## config.mk

```make
export PLATFORM = sky130hd
export DESIGN_NAME = wam_sch
export DESIGN_NICKNAME = d
export VERILOG_FILES = /design/src/rtl/wam_sch.sv
export SDC_FILE = /design/constraint.sdc
export NUM_CORES = 1
export LEC_CHECK = 0
export ABC_AREA = 0
export CAP_MARGIN = 20
export CORE_AREA = 2 2 102 104
export CTS_CLUSTER_DIAMETER = 40
export CTS_CLUSTER_SIZE = 30
export DETAILED_ROUTE_END_ITERATION = 10
export DIE_AREA = 0 0 104 106
export GPL_TIMING_DRIVEN = 0
export HOLD_SLACK_MARGIN = 0.06
export MAX_ROUTING_LAYER = met4
export PLACE_DENSITY = 0.81
export REMOVE_ABC_BUFFERS = 1
export SETUP_SLACK_MARGIN = 0.05
export SKIP_CTS_REPAIR_TIMING = 1
export SLEW_MARGIN = 0
export SYNTH_ARGS = -nofsm -noshare
export SYNTH_HDL_FRONTEND = slang
export SYNTH_SLANG_ARGS = --single-unit
```

## constraint.sdc

```tcl
create_clock -name clk_19 -period 9.63 [get_ports clk_19]
set_input_delay 1.926 -clock clk_19 [delete_from_list [all_inputs] [get_ports clk_19]]
set_output_delay 1.926 -clock clk_19 [all_outputs]
set_load 0.02 [all_outputs]
```

## src/rtl/wam_sch.sv

```systemverilog
// Whack-a-mole scheduler: step prescaler, LFSR spawn, mole aging, hit scoring, miss counting.
module wam_sch #(
  parameter int unsigned STEP_CYC = 16,
  parameter int unsigned MISS_MAX = 9
) (
  input  logic       clk_19,
  input  logic       clr_n,
  input  logic       start,
  input  logic [3:0] age,
  input  logic [7:0] rto,
  input  logic [7:0] hit,
  output logic [7:0] mole,
  output logic [7:0] score,
  output logic [3:0] miss,
  output logic       cout0,
  output logic       over
);

  localparam int unsigned PW = 16;
  localparam int unsigned NH = 8;

  typedef enum logic [1:0] {S_IDLE, S_RUN, S_END} state_e;

  state_e              state_q, state_d;
  logic [PW-1:0]       pre_q, pre_d;
  logic [7:0]          lfsr_q, lfsr_d;
  logic [NH-1:0]       mole_q, mole_d;
  logic [NH-1:0][3:0]  life_q, life_d;
  logic [7:0]          score_q, score_d;
  logic [3:0]          miss_q, miss_d;
  logic                cout0_q, cout0_d;
  logic                over_q, over_d;

  logic                tick;
  logic [2:0]          h;
  logic [3:0]          age_eff;
  logic [NH-1:0]       cand;
  logic [NH-1:0]       hit_ok;
  logic [3:0]          n_exp;
  logic [4:0]          miss_sum;
  logic                unused_rto;

  assign unused_rto = rto[7];

  // Next-state: game sequencing, spawn/aging on tick, lowest-index hit acceptance, BCD score.
  always_comb begin
    state_d  = state_q;
    pre_d    = pre_q;
    lfsr_d   = {lfsr_q[6:0], lfsr_q[7] ^ lfsr_q[5] ^ lfsr_q[4] ^ lfsr_q[3]};
    mole_d   = mole_q;
    life_d   = life_q;
    score_d  = score_q;
    miss_d   = miss_q;
    cout0_d  = 1'b0;
    tick     = 1'b0;
    n_exp    = 4'd0;
    miss_sum = 5'd0;
    h        = lfsr_q[2:0];
    age_eff  = (age == 4'd0) ? 4'd1 : age;
    cand     = hit & mole_q;
    hit_ok   = 8'd0;

    case (state_q)
      S_IDLE, S_END: begin
        mole_d = 8'd0;
        if (start) begin
          state_d = S_RUN;
          pre_d   = '0;
          score_d = 8'd0;
          miss_d  = 4'd0;
          life_d  = '0;
        end
      end
      S_RUN: begin
        if (miss_q == 4'(MISS_MAX)) begin
          // Game finished: freeze everything except clearing the field.
          state_d = S_END;
          mole_d  = 8'd0;
        end else begin
          tick   = (pre_q == PW'(STEP_CYC - 1));
          pre_d  = tick ? '0 : pre_q + PW'(1);
          hit_ok = cand & (~cand + 8'd1);
          if (tick) begin
            for (int unsigned i = 0; i < NH; i++) begin
              if (mole_q[i]) begin
                if (life_q[i] == 4'd1) begin
                  mole_d[i] = 1'b0;
                  if (!hit_ok[i]) n_exp = n_exp + 4'd1;
                end else begin
                  life_d[i] = life_q[i] - 4'd1;
                end
              end
            end
            if ((lfsr_q[6:0] < rto[6:0]) && !mole_q[h]) begin
              mole_d[h] = 1'b1;
              life_d[h] = age_eff;
            end
          end
          if (|hit_ok) begin
            mole_d = mole_d & ~hit_ok;
            if (score_q[3:0] == 4'd9) begin
              score_d[3:0] = 4'd0;
              score_d[7:4] = (score_q[7:4] == 4'd9) ? 4'd0 : score_q[7:4] + 4'd1;
              cout0_d      = 1'b1;
            end else begin
              score_d[3:0] = score_q[3:0] + 4'd1;
            end
          end
          miss_sum = 5'(miss_q) + 5'(n_exp);
          miss_d   = (miss_sum >= 5'(MISS_MAX)) ? 4'(MISS_MAX) : miss_sum[3:0];
        end
      end
      default: state_d = S_IDLE;
    endcase

    over_d = (state_d == S_END);
  end

  // State register with synchronous active-low clear.
  always_ff @(posedge clk_19) begin
    if (!clr_n) begin
      state_q <= S_IDLE;
      pre_q   <= '0;
      lfsr_q  <= 8'hA5;
      mole_q  <= 8'd0;
      life_q  <= '0;
      score_q <= 8'd0;
      miss_q  <= 4'd0;
      cout0_q <= 1'b0;
      over_q  <= 1'b0;
    end else begin
      state_q <= state_d;
      pre_q   <= pre_d;
      lfsr_q  <= lfsr_d;
      mole_q  <= mole_d;
      life_q  <= life_d;
      score_q <= score_d;
      miss_q  <= miss_d;
      cout0_q <= cout0_d;
      over_q  <= over_d;
    end
  end

  assign mole  = mole_q;
  assign score = score_q;
  assign miss  = miss_q;
  assign cout0 = cout0_q;
  assign over  = over_q;

endmodule

```

======== Yosys cells after proc, flatten, opt, wreduce, memory -nomap -nowiden ========
Index checks and enable logic that the tools add are counted.
storage, ports and cells
  input bits .............................. 23
  bits in registers ....................... 80
cells by class
  reductions and logical operators ........ 13
  equality and inequality tests ........... 20
  multiplexer cells ....................... 167
  order comparisons ....................... 4
  $add $sub $neg .......................... 20
  bitwise logic cells ..................... 12
operator list
  kind                   number
  $mux 4                 93
  $mux 32                4
  $mux 8                 9
  $pmux 32 s2            1
  $mux 16                3
  $mux 1                 46
  $add 4x1->4 const B    9
  $bwmux 32              1
  $eq 4x1->1 const B     8
  $pmux 16 s2            1
  $pmux 8 s2             2
  $sub 4x1->4 const B    8
  $and 8x8->8            3
  $add 16x1->16 const B  1
  $eq 16x4->1 const B    1
  $not 8->8              2
  $demux 4 s3            1
  $eq 4x4->1 const B     3
  $ne 2x2->1 const B     5
  $add 8x1->8 const B    1
  $or 8x8->8             1
  $pmux 4 s2             1
  $reduce_and 4->1       2
  $reduce_or 8->1        1
  22 further kinds       29

======== Logic depth before layout (Yosys ltp) ========
Gate-level depths: netlist of run 1.
  word-level depth ........................ 64
  gate-level depth with buffers ........... 31
  gate-level depth less buffers ........... 31

======== Worst setup path after synthesis of run 1 ========
OpenSTA, ideal clock, no wires.
  path type ............................... input port to flip-flop
  start point ............................. in hit[0]
  end point ............................... reg miss_q[2] (netlist: miss[2])
  setup time .............................. 0.118 ns
  stages on the path ...................... 30
  buffers on the path ..................... 0
  arrival ................................. 6.776 ns
  setup slack ............................. 2.735 ns
  path through ............................ nand2_1 and3_1 inv_1 ha_1 nand3_1 and2_1 inv_1 ha_1 o2111ai_1 o21ai_1 xnor2_1 ha_1 nand2b_1 a32oi_1 xor2_1 o32ai_2 ha_1 mux2_2 ha_1 mux2i_1 nor2_1 ha_1 a21o_1 a21oi_1 xnor2_1 o31ai_1 nand2_1 nor2_1 a22oi_1 nor2b_1
on the way
  word-level cells in the longest chain between the ends .. 64
RTL lines
  what                  RTL line  text
  from (decl)           11        input logic [7:0] hit,
  $and 8x8->8 *         60        cand = hit & mole_q;
  $not 8->8             82        hit_ok = cand & (~cand + 8'd1);
  $add 8x1->8           82
  $and 8x8->8 *         82
  $mux 1                88        if (!hit_ok[i]) n_exp = n_exp + 4'd1;
  $mux 1                86        if (life_q[i] == 4'd1) begin
  $mux 1                85        if (mole_q[i]) begin
  $mux 4                83        if (tick) begin
  (+48 left out)        --
  $mux 4 *              83
  $mux 4 *              75        if (miss_q == 4'(MISS_MAX)) begin
  $mux 4 *              63        case (state_q)
  $add 4x4->5 *         109       miss_sum = 5'(miss_q) + 5'(n_exp);
  $ge 5x4->1            110       miss_d = (miss_sum >= 5'(MISS_MAX)) ? 4'(MISS_MAX) : miss_sum[3:0];
  $mux 4 *              110
  $mux 4 *              75
  $pmux 4 s2 *          63
  to (signal assigned)  138       miss_q <= miss_d;
  to (decl)             30        logic [3:0] miss_q, miss_d;
Mark *: on every way between the ends. The rest lies on a longest branch, timed or not. The select of a mux whose other input is x is not followed.
A chain may end at the register's enable or synchronous reset.

======== Worst setup path after layout of run 1 ========
Same ends and word-level chain as after synthesis.

==> impl.org, run 1 <==
** Outcome
- Outcome :: finished, final reports clean

** Routing
- Detailed-route wire length per cell :: 16.2 um
- DRT Wirelength :: 13500 um
- Total number of vias :: 5146
- Final ANT Viol Nets :: 0
- Avg Vias per Cell :: 6.15
- DRC violation total after the first TritonRoute iteration :: between 300 and 400
- Drt pass-1 iters :: 5
- Detailed-route DRC error count :: 0

** Final layout
- Of the cells placed in the final design, the portion with a size suffix greater than 1 is between 7 and 8%.
- ANT cells :: 0
- The library cell used most frequently in the layout, excluding fill and tap cells, is sky130_fd_sc_hd__dfxtp_1.
- Measured on the finished design, the core utilization comes to 62.0%.
- Area growth syn-to-layout :: 15.0%
- Once layout is done, the placed cells without fillers occupy 6200 um^2.
- After the last flow step, the layout net total stands at ~760.
- The layout has 881 filler cells.
- Most frequent cells in the layout :: 80 x sky130_fd_sc_hd__dfxtp_1, 69 x sky130_fd_sc_hd__nand2_1, 50 x sky130_fd_sc_hd__nor2_1
- Count of non-filler cells in the finished layout :: 837

** STA
- Post-Route Setup TNS :: 0 ns
- Relative max-transition margin :: 34.8%
- The final count of pins violating max slew came to 0.
- The worst path uses 81.7% of the clock period.
- Setup repair after global routing left no endpoint under its margin.
- Number of failing setup endpoints in the final timing report :: 0
- Clock skew on the completed layout was measured at 0.00815 ns.
- Worst Slack Setup Final :: around 1.8 ns
- Actual slew at the worst max-slew pin :: 0.977 ns
- Timing-limited maximum frequency :: 127 MHz
- Hold Vio Cnt, Final :: 0
- Counting I/O delays and the setup requirement, the final critical path takes 7.86 ns.
- Hold slack final :: 0.455 ns

** Yosys
- Area share of fa/ha/maj cells after synthesis :: around 9%
- Post-synthesis simple-gate area fraction :: 30.2%
- After synthesis, the largest family of logic cells by area is simple AND/OR/NAND/NOR gates.
- Post-synth EDFFs :: 0
- A synthesized cell averages between 8 and 9 um^2.
- Number of register bits inferred by synthesis :: 80
- Of the post-synthesis cell area, the part taken by muxes is less than 1%.
- The most used flip-flop cell after synthesis is sky130_fd_sc_hd__dfxtp_1.
- Count of cell types in the netlist :: 67
- The Yosys step of the flow raised 0 warnings.
- Fraction of synthesized cell area in xor and xnor cells :: 5.94%
- Summing the areas of all compound-gate instances in the mapped netlist gives 20.3% of the synthesized area.
- Combined area of all synthesized cells :: 5390 um^2
- In the synthesized netlist, the number of instances is 665.
- In the synthesized netlist the async set-or-reset flop fraction comes to 0%.
- After synthesis, flip-flops and latches occupy 29.7% of the total area.

** Clock tree
- TritonCTS built the clock tree.
- Clock-pin slew was measured on the worst setup and hold paths at 0.09 ns.
- H-tree levels :: 3
- Clock tree synthesis found a total of 80 sinks.
- The clock passes through at most 2 buffers.
- CTS Buf Count :: 9
- The later pin in the worst-skew pair is clocked with a latency of 0.36 ns.
- The tree is rooted in a sky130_fd_sc_hd__clkbuf_8.

** Power
- Net switching is between 20% and 30% of the power.
- Combinational share of power :: between 10% and 20%
- Sw power :: 0.189 mW
- Cell Int Power :: between 0.5 and 0.6 mW
- Total power :: 0.730 mW
- IR drop worst, VDD :: 0.0789 mV
- Sequential group share of total power :: 46.9%
- In this run, the clock network consumes 43.0% of the power.
- Static Leakage :: 2.31 nW
- Cell area power density :: around 120 nW/um^2

** Floorplan
- From bottom edge to top edge, the die measures 106 um.
- From left edge to right edge, the die measures about 100 um.
- Starting density of the core :: between 50 and 60%
- Die Footprint :: 11000 um^2
- I/O pin total :: 45
- Total number of placement rows :: 37
- The core region is 10000 um^2.

** Placed design
- After detailed placement, the design holds a cell count of roughly 820.
- Placed wire-length estimate after detailed placement :: 9700 um
- Port-buffer cells :: 43
- In this run the cell area measured after placement is 5920 um^2.
- Prior to clock tree synthesis, the placed netlist has a worst setup slack of 1.54 ns.
- Final GP Congestion :: 0.903

** Worst hold path
- Counting instances, the worst hold path has a depth of 1.
- The worst hold path terminates at lfsr_q[7].
- In this run the worst hold path is classified as reg2reg.
- The startpoint identified for the worst hold timing path is lfsr_q[6].

** Global routing
- Number of global-route vias before repair :: 4893
- Overall fraction of global-route tracks in use :: between 20 and 30%
- The initial antenna violation count was 0.
- For this run the aggregate overflow at the end of global routing stands at 0.
- The first global-routing pass estimated 22500 um of wire.
- Pin count of the biggest net entering global routing :: 37

** Worst setup path
- Setup Crit Path Kind :: in2reg
- Slowest cell on crit path :: sky130_fd_sc_hd__clkdlybuf4s50_1
- Among cell families on the critical path, the largest total delay comes from adder cells.
- Reg2reg end :: miss[2]
- Worst reg-to-reg setup slack :: 3.31 ns
- Number of buffer and inverter stages on the critical path :: 3
- At the worst endpoint, the required time is approximately 9.9 ns.
- Measured in cells, the most critical reg-to-reg path has a length of 30.
- The worst register-to-register path begins at life_q[0].
- Counting stages on the worst path, the most repeated cell is sky130_fd_sc_hd__ha_1.
- Largest stage delay on the critical path :: 0.60 ns
- The worst setup path is launched from an input pin.
- Type of element capturing the critical path :: flip-flop
- Critical path origin :: hit[0]
- In this run the worst path has a maximum fanout of 7.
- At the worst endpoint, the arrival time is around 8 ns.

** Job
- Max-cap violations in this run came to 0.
layer usage:
layer | track usage, % | vias to the layer above | part of all wire (%)
met5 | - | - | 0
met4 | 8.78 | 0 | 2.4
met3 | 4.84 | 28 | 6.2
met2 | 42.2 | 186 | 47
met1 | 30.8 | 2424 | 44
li1 | - | 2508 | -
worst max path at each step:
stage                         end  depth (start not counted)
final                     miss[2]                         31
after global routing      miss[2]                         31
after CTS                 miss[2]                         31
after detailed placement  miss[2]                         31
after global placement    miss[2]                         31
after floorplan           miss[2]                         30
state kept, by name, indices dropped and copies added, names as in the netlist:
signal and flops:
life_q 32, miss 4, pre_q 16, cout0 1, state_q 2, score 8, over 1, mole 8
lfsr_q 8
layout make-up:
type / instances / area [um^2] / area share [%]
multi-input cells: 526 / 3560 / 57.5
well taps: 136 / 170 / 2.75
inverters: 31 / 116 / 1.88
clock buffers: 9 / 124 / 2.00
flip-flops and latches: 80 / 1600 / 25.8
clock inverters: 7 / 126 / 2.04
repair buffers: 48 / 498 / 8.04
synthesized netlist by cell type, types with 9 or more instances:
cell,instances,share of area [%]
sky130_fd_sc_hd__nor3_1,47,4.4
sky130_fd_sc_hd__nand4_1,9,1.0
sky130_fd_sc_hd__nor2b_1,18,2.1
sky130_fd_sc_hd__nand3_1,20,1.9
sky130_fd_sc_hd__dfxtp_1,80,30
sky130_fd_sc_hd__clkbuf_1,24,1.7
sky130_fd_sc_hd__and3_1,11,1.3
sky130_fd_sc_hd__nor2_1,50,3.5
sky130_fd_sc_hd__inv_1,31,2.2
sky130_fd_sc_hd__nand2_1,69,4.8
sky130_fd_sc_hd__xnor2_1,12,2.0
sky130_fd_sc_hd__o21ai_0,21,2.0
sky130_fd_sc_hd__a21oi_1,44,4.1
sky130_fd_sc_hd__and2_1,9,1.0
sky130_fd_sc_hd__ha_1,37,8.6
sky130_fd_sc_hd__a221o_1,24,4.5
sky130_fd_sc_hd__xor2_1,13,2.1
sky130_fd_sc_hd__nand2b_1,19,2.2
cells by family after synthesis:
kind of cell / after synthesis
AO/OA/AOI/OAI: 153
adder cells (fa/ha/maj): 38
multiplexers: 3
buffers and inverters: 59
XOR/XNOR: 30
AND/OR/NAND/NOR: 302
flip-flops: 80
power groups by stage:
| stage | Clock [mW] | Combinational [mW] | Sequential, mW |
|---|---|---|---|
| 2_1_floorplan | 0 | 0.0420 | 0.349 |
| 3_3_place_gp | 0 | 0.0690 | 0.350 |
| 3_5_place_dp | 0 | 0.0726 | 0.350 |
| 4_1_cts | 0.320 | 0.0731 | 0.342 |
| 5_1_grt | 0.332 | 0.0820 | 0.343 |
| 6_report | 0.314 | 0.0743 | 0.342 |
Power figures use the tool's default switching activity.
==> run 2: changes to the inputs <==
Settings changed: CORE_AREA 2 2 102 104 to 2 2 104 106, DIE_AREA 0 0 104 106 to 0 0 106 108.
Clock period 9.63 ns to 7.1 ns, I/O delays scaled along.
==> run 2 against run 1 <==
Against the previous run:
- routed wire length increased by 3.5%
- design area increased by 1.2%
- register-to-register slack got worse by 2.2 ns
- sequential power increased by 36%
- flip-flop and latch count unchanged
- total power increased by 36%
- largest cell class unchanged
- first-iteration DRC count increased by 19%
==> impl.org, run 2 (synthesis gave the netlist of run 1 again) <==
** STA
- Post-route fraction of the period consumed by the critical path :: 92.9%
- Measured against its own limit, the worst slew margin works out to between 30% and 40%.
- Final Skew :: about 0.015 ns
- Setup repair after global routing missed its margin :: false
- Setup slack closes at slightly above 0.5 ns.
- The clock period could shrink to 6.59 ns.
- The number of failing hold endpoints at the final stage is 0.
- Actual slew at the worst max-slew pin :: 1.04 ns
- Based on the critical path, the design can be clocked at up to 152 MHz.
- The final count of pins violating max slew was 0.
- Setup violations remaining at the end of the flow were counted as 0.

** Worst hold path
- Path category of the worst min-delay check :: reg2reg
- For hold timing, the worst endpoint is lfsr_q[7].
- Number of cells on the worst hold path :: 1
- Beginning of the worst hold path :: lfsr_q[6]

** Clock tree
- Largest buffer count on any clock path :: 2
- H-tree levels :: 3
- Clock transition at the register clock pins on the worst setup and hold paths after CTS :: 0.08 ns
- TritonCTS built the clock tree.
- For this design, the sink count on the clock tree is 80.
- CTS Buf Count :: 9
- Clock root buffer master :: sky130_fd_sc_hd__clkbuf_8
- Clock latency on the worst-skew pair, taken at its later pin, is 0.37 ns.

** Global routing
- Global-route wire length before repair :: 23100 um
- Pin count of the biggest net entering global routing :: 37
- Summed over all layers, the global routing overflow is 0.
- The initial antenna violation count was 0.
- Overall fraction of global-route tracks in use :: 25.7%
- Number of global-route vias before repair :: 4980

** Power
- For this design the total switching power over the nets is ~0.25 mW.
- Portion of total power attributed to the clock network :: between 40% and 50%
- Switching portion of total power :: 25.6%
- Registers are responsible for 46.6% of the overall power.
- Internal power comes to 0.741 mW.
- Dividing total power by cell area gives a power density of 159 nW/um^2.
- Combinational cells account for 10.2% of the total power.
- IR drop worst, VDD :: around 0.15 mV
- Static Leakage :: about 2.4 nW

** Worst setup path
- Along the worst path, the maximum fanout reaches 6.
- Across all register-to-register paths, the minimum setup slack is 1.09 ns.
- Setup Crit Path Kind :: in2reg
- Most repeated library cell on the critical path :: sky130_fd_sc_hd__ha_1
- Source of the worst register-to-register timing path :: life_q[0]
- Data on the critical path is required at its endpoint by 7.35 ns.
- For the worst flop-to-flop path, the logic depth is 30.
- Largest stage delay on the critical path :: 0.33 ns
- At the worst endpoint, the arrival time is about 6.9 ns.
- The endpoint identified for the worst register-to-register timing path is miss[1].
- Slowest cell on crit path :: sky130_fd_sc_hd__ha_1
- Critical Path Start Type :: input pin
- STA classifies the critical path endpoint as a flip-flop.

** Final layout
- Most frequent cells in the layout :: 80 x sky130_fd_sc_hd__dfxtp_1, 69 x sky130_fd_sc_hd__nand2_1, 47 x sky130_fd_sc_hd__nor3_1, 47 x sky130_fd_sc_hd__nor2_1, 44 x sky130_fd_sc_hd__a21oi_1
- life_q holds more flip-flops than any other register.
- In the final layout, the registers with the most flip-flops are life_q (32), pre_q (16).
- Final Net Count :: about 760
- Number of flip-flops in the largest register :: 32
- Area growth syn-to-layout :: 16.4%
- Cell area after layout :: about 6300 um^2
- ANT cells :: 0
- Leaving out fill and tap cells, the most frequent cell in the layout is sky130_fd_sc_hd__dfxtp_1.
- Share of layout cells above drive strength 1 :: 9.10%
- Filler Cells Inserted :: 869

** Floorplan
- Total number of placement rows :: 37
- Core Footprint :: approximately 10000 um^2
- Starting density of the core :: between 50% and 60%
- Die Footprint :: 11400 um^2
- The die is about 110 um wide.
- The die is around 110 um tall.
- between 40 and 50 I/O pins were placed.

** Routing
- The final route contains 5132 vias.
- Avg Vias per Cell :: 6.12
- Detailed-route wire length per cell :: roughly 17 um
- The first detailed-routing pass ran for 5 iterations.
- After the first detailed-routing iteration, the DRC count stood at 422.
- Detailed-route DRC error count :: 0
- In this run the remaining antenna-violating nets after routing total 0.
- For this block, the routed nets add up to between 10000 and 15000 um of wire.

** Outcome
- The flow ran to the end, and the final reports show no timing, DRC or antenna violations.

** Job
- Max-cap violations in this run came to 0.

** Placed design
- After detailed placement, the total cell area comes to slightly below 6000 um^2.
- The HPWL after detailed placement is 10000 um.
- Port-buffer cells :: 43
- Timing analysis after detailed placement gives a worst setup slack of -0.466 ns.
- Routability-driven placement finished with a final weighted congestion of 0.860.
run 2: changes by cell type in the layout (fill, tap and decap cells not counted), moves of 2 or more:
cell and change:
sky130_fd_sc_hd__buf_4 +4, sky130_fd_sc_hd__nor2_2 +3, sky130_fd_sc_hd__dlymetal6s2s_1 +2, sky130_fd_sc_hd__nor2_1 -3, sky130_fd_sc_hd__clkdlybuf4s50_1 -2
run 2: critical path, delay by kind of cell:
family                   cells  cell delay, ns
XOR/XNOR                     3            0.48
buffers and inverters        3            0.31
adder cells (fa/ha/maj)      6            1.73
multiplexers                 2            0.44
AND/OR/NAND/NOR              9            1.12
AO/OA/AOI/OAI                8            1.35
run 2: worst max-delay path by stage:
stage | cells after the start | to | startpoint | slack (ns)
6_report | 31 | miss[1] | hit[0] | 0.51
5_1_grt | 31 | miss[2] | hit[0] | 0.19
4_1_cts | 29 | miss[1] | hit[0] | -0.13
3_5_place_dp | 29 | miss[2] | hit[0] | -0.47
3_3_place_gp | 31 | miss[2] | hit[0] | -0.32
2_1_floorplan | 30 | miss[2] | hit[0] | 0.69
run 2: per-stage QoR:
| step | utilization, % | TNS, ns | power [mW] | std cells | hold slack (ns) |
|---|---|---|---|---|---|
| floorplan | - | 0 | 0.531 | 637 | 0.415 |
| global placement | 57.4 | -0.966 | 0.567 | 816 | 0.431 |
| detailed placement | 57.9 | -1.54 | 0.573 | 818 | 0.443 |
| CTS | 60.4 | -0.268 | 0.995 | 834 | 0.463 |
| global route | 61.3 | 0 | 1.03 | 839 | 0.494 |
| finish | 61.3 | 0 | 0.995 | 839 | 0.461 |
run 2: layer usage:
layer  vias to the layer above  GRT usage (%)  routed length (um)
met5                         -              -                   0
met4                         0           7.89                 213
met3                        21           5.49                 919
met2                       158           43.5                6910
met1                      2445           30.8                5970
li1                       2508              -                   -
run 2: area by class of cell:
type	count	area, um^2	share of cell area, %
Multi-Input combinational cell	526	3600	57.3
Sequential cell	80	1600	25.5
Timing Repair Buffer	50	536	8.54
Tap cell	136	170	2.71
Clock buffer	10	138	2.19
Inverter	31	116	1.85
Clock inverter	6	115	1.83
run 2: power groups by stage:
| stage | logic (mW) | registers (mW) | clock network, mW |
|---|---|---|---|
| global route | 0.112 | 0.465 | 0.452 |
| CTS | 0.0988 | 0.464 | 0.432 |
| finish | 0.102 | 0.464 | 0.430 |
| floorplan | 0.0569 | 0.474 | 0 |
| global placement | 0.0934 | 0.474 | 0 |
| detailed placement | 0.0986 | 0.474 | 0 |
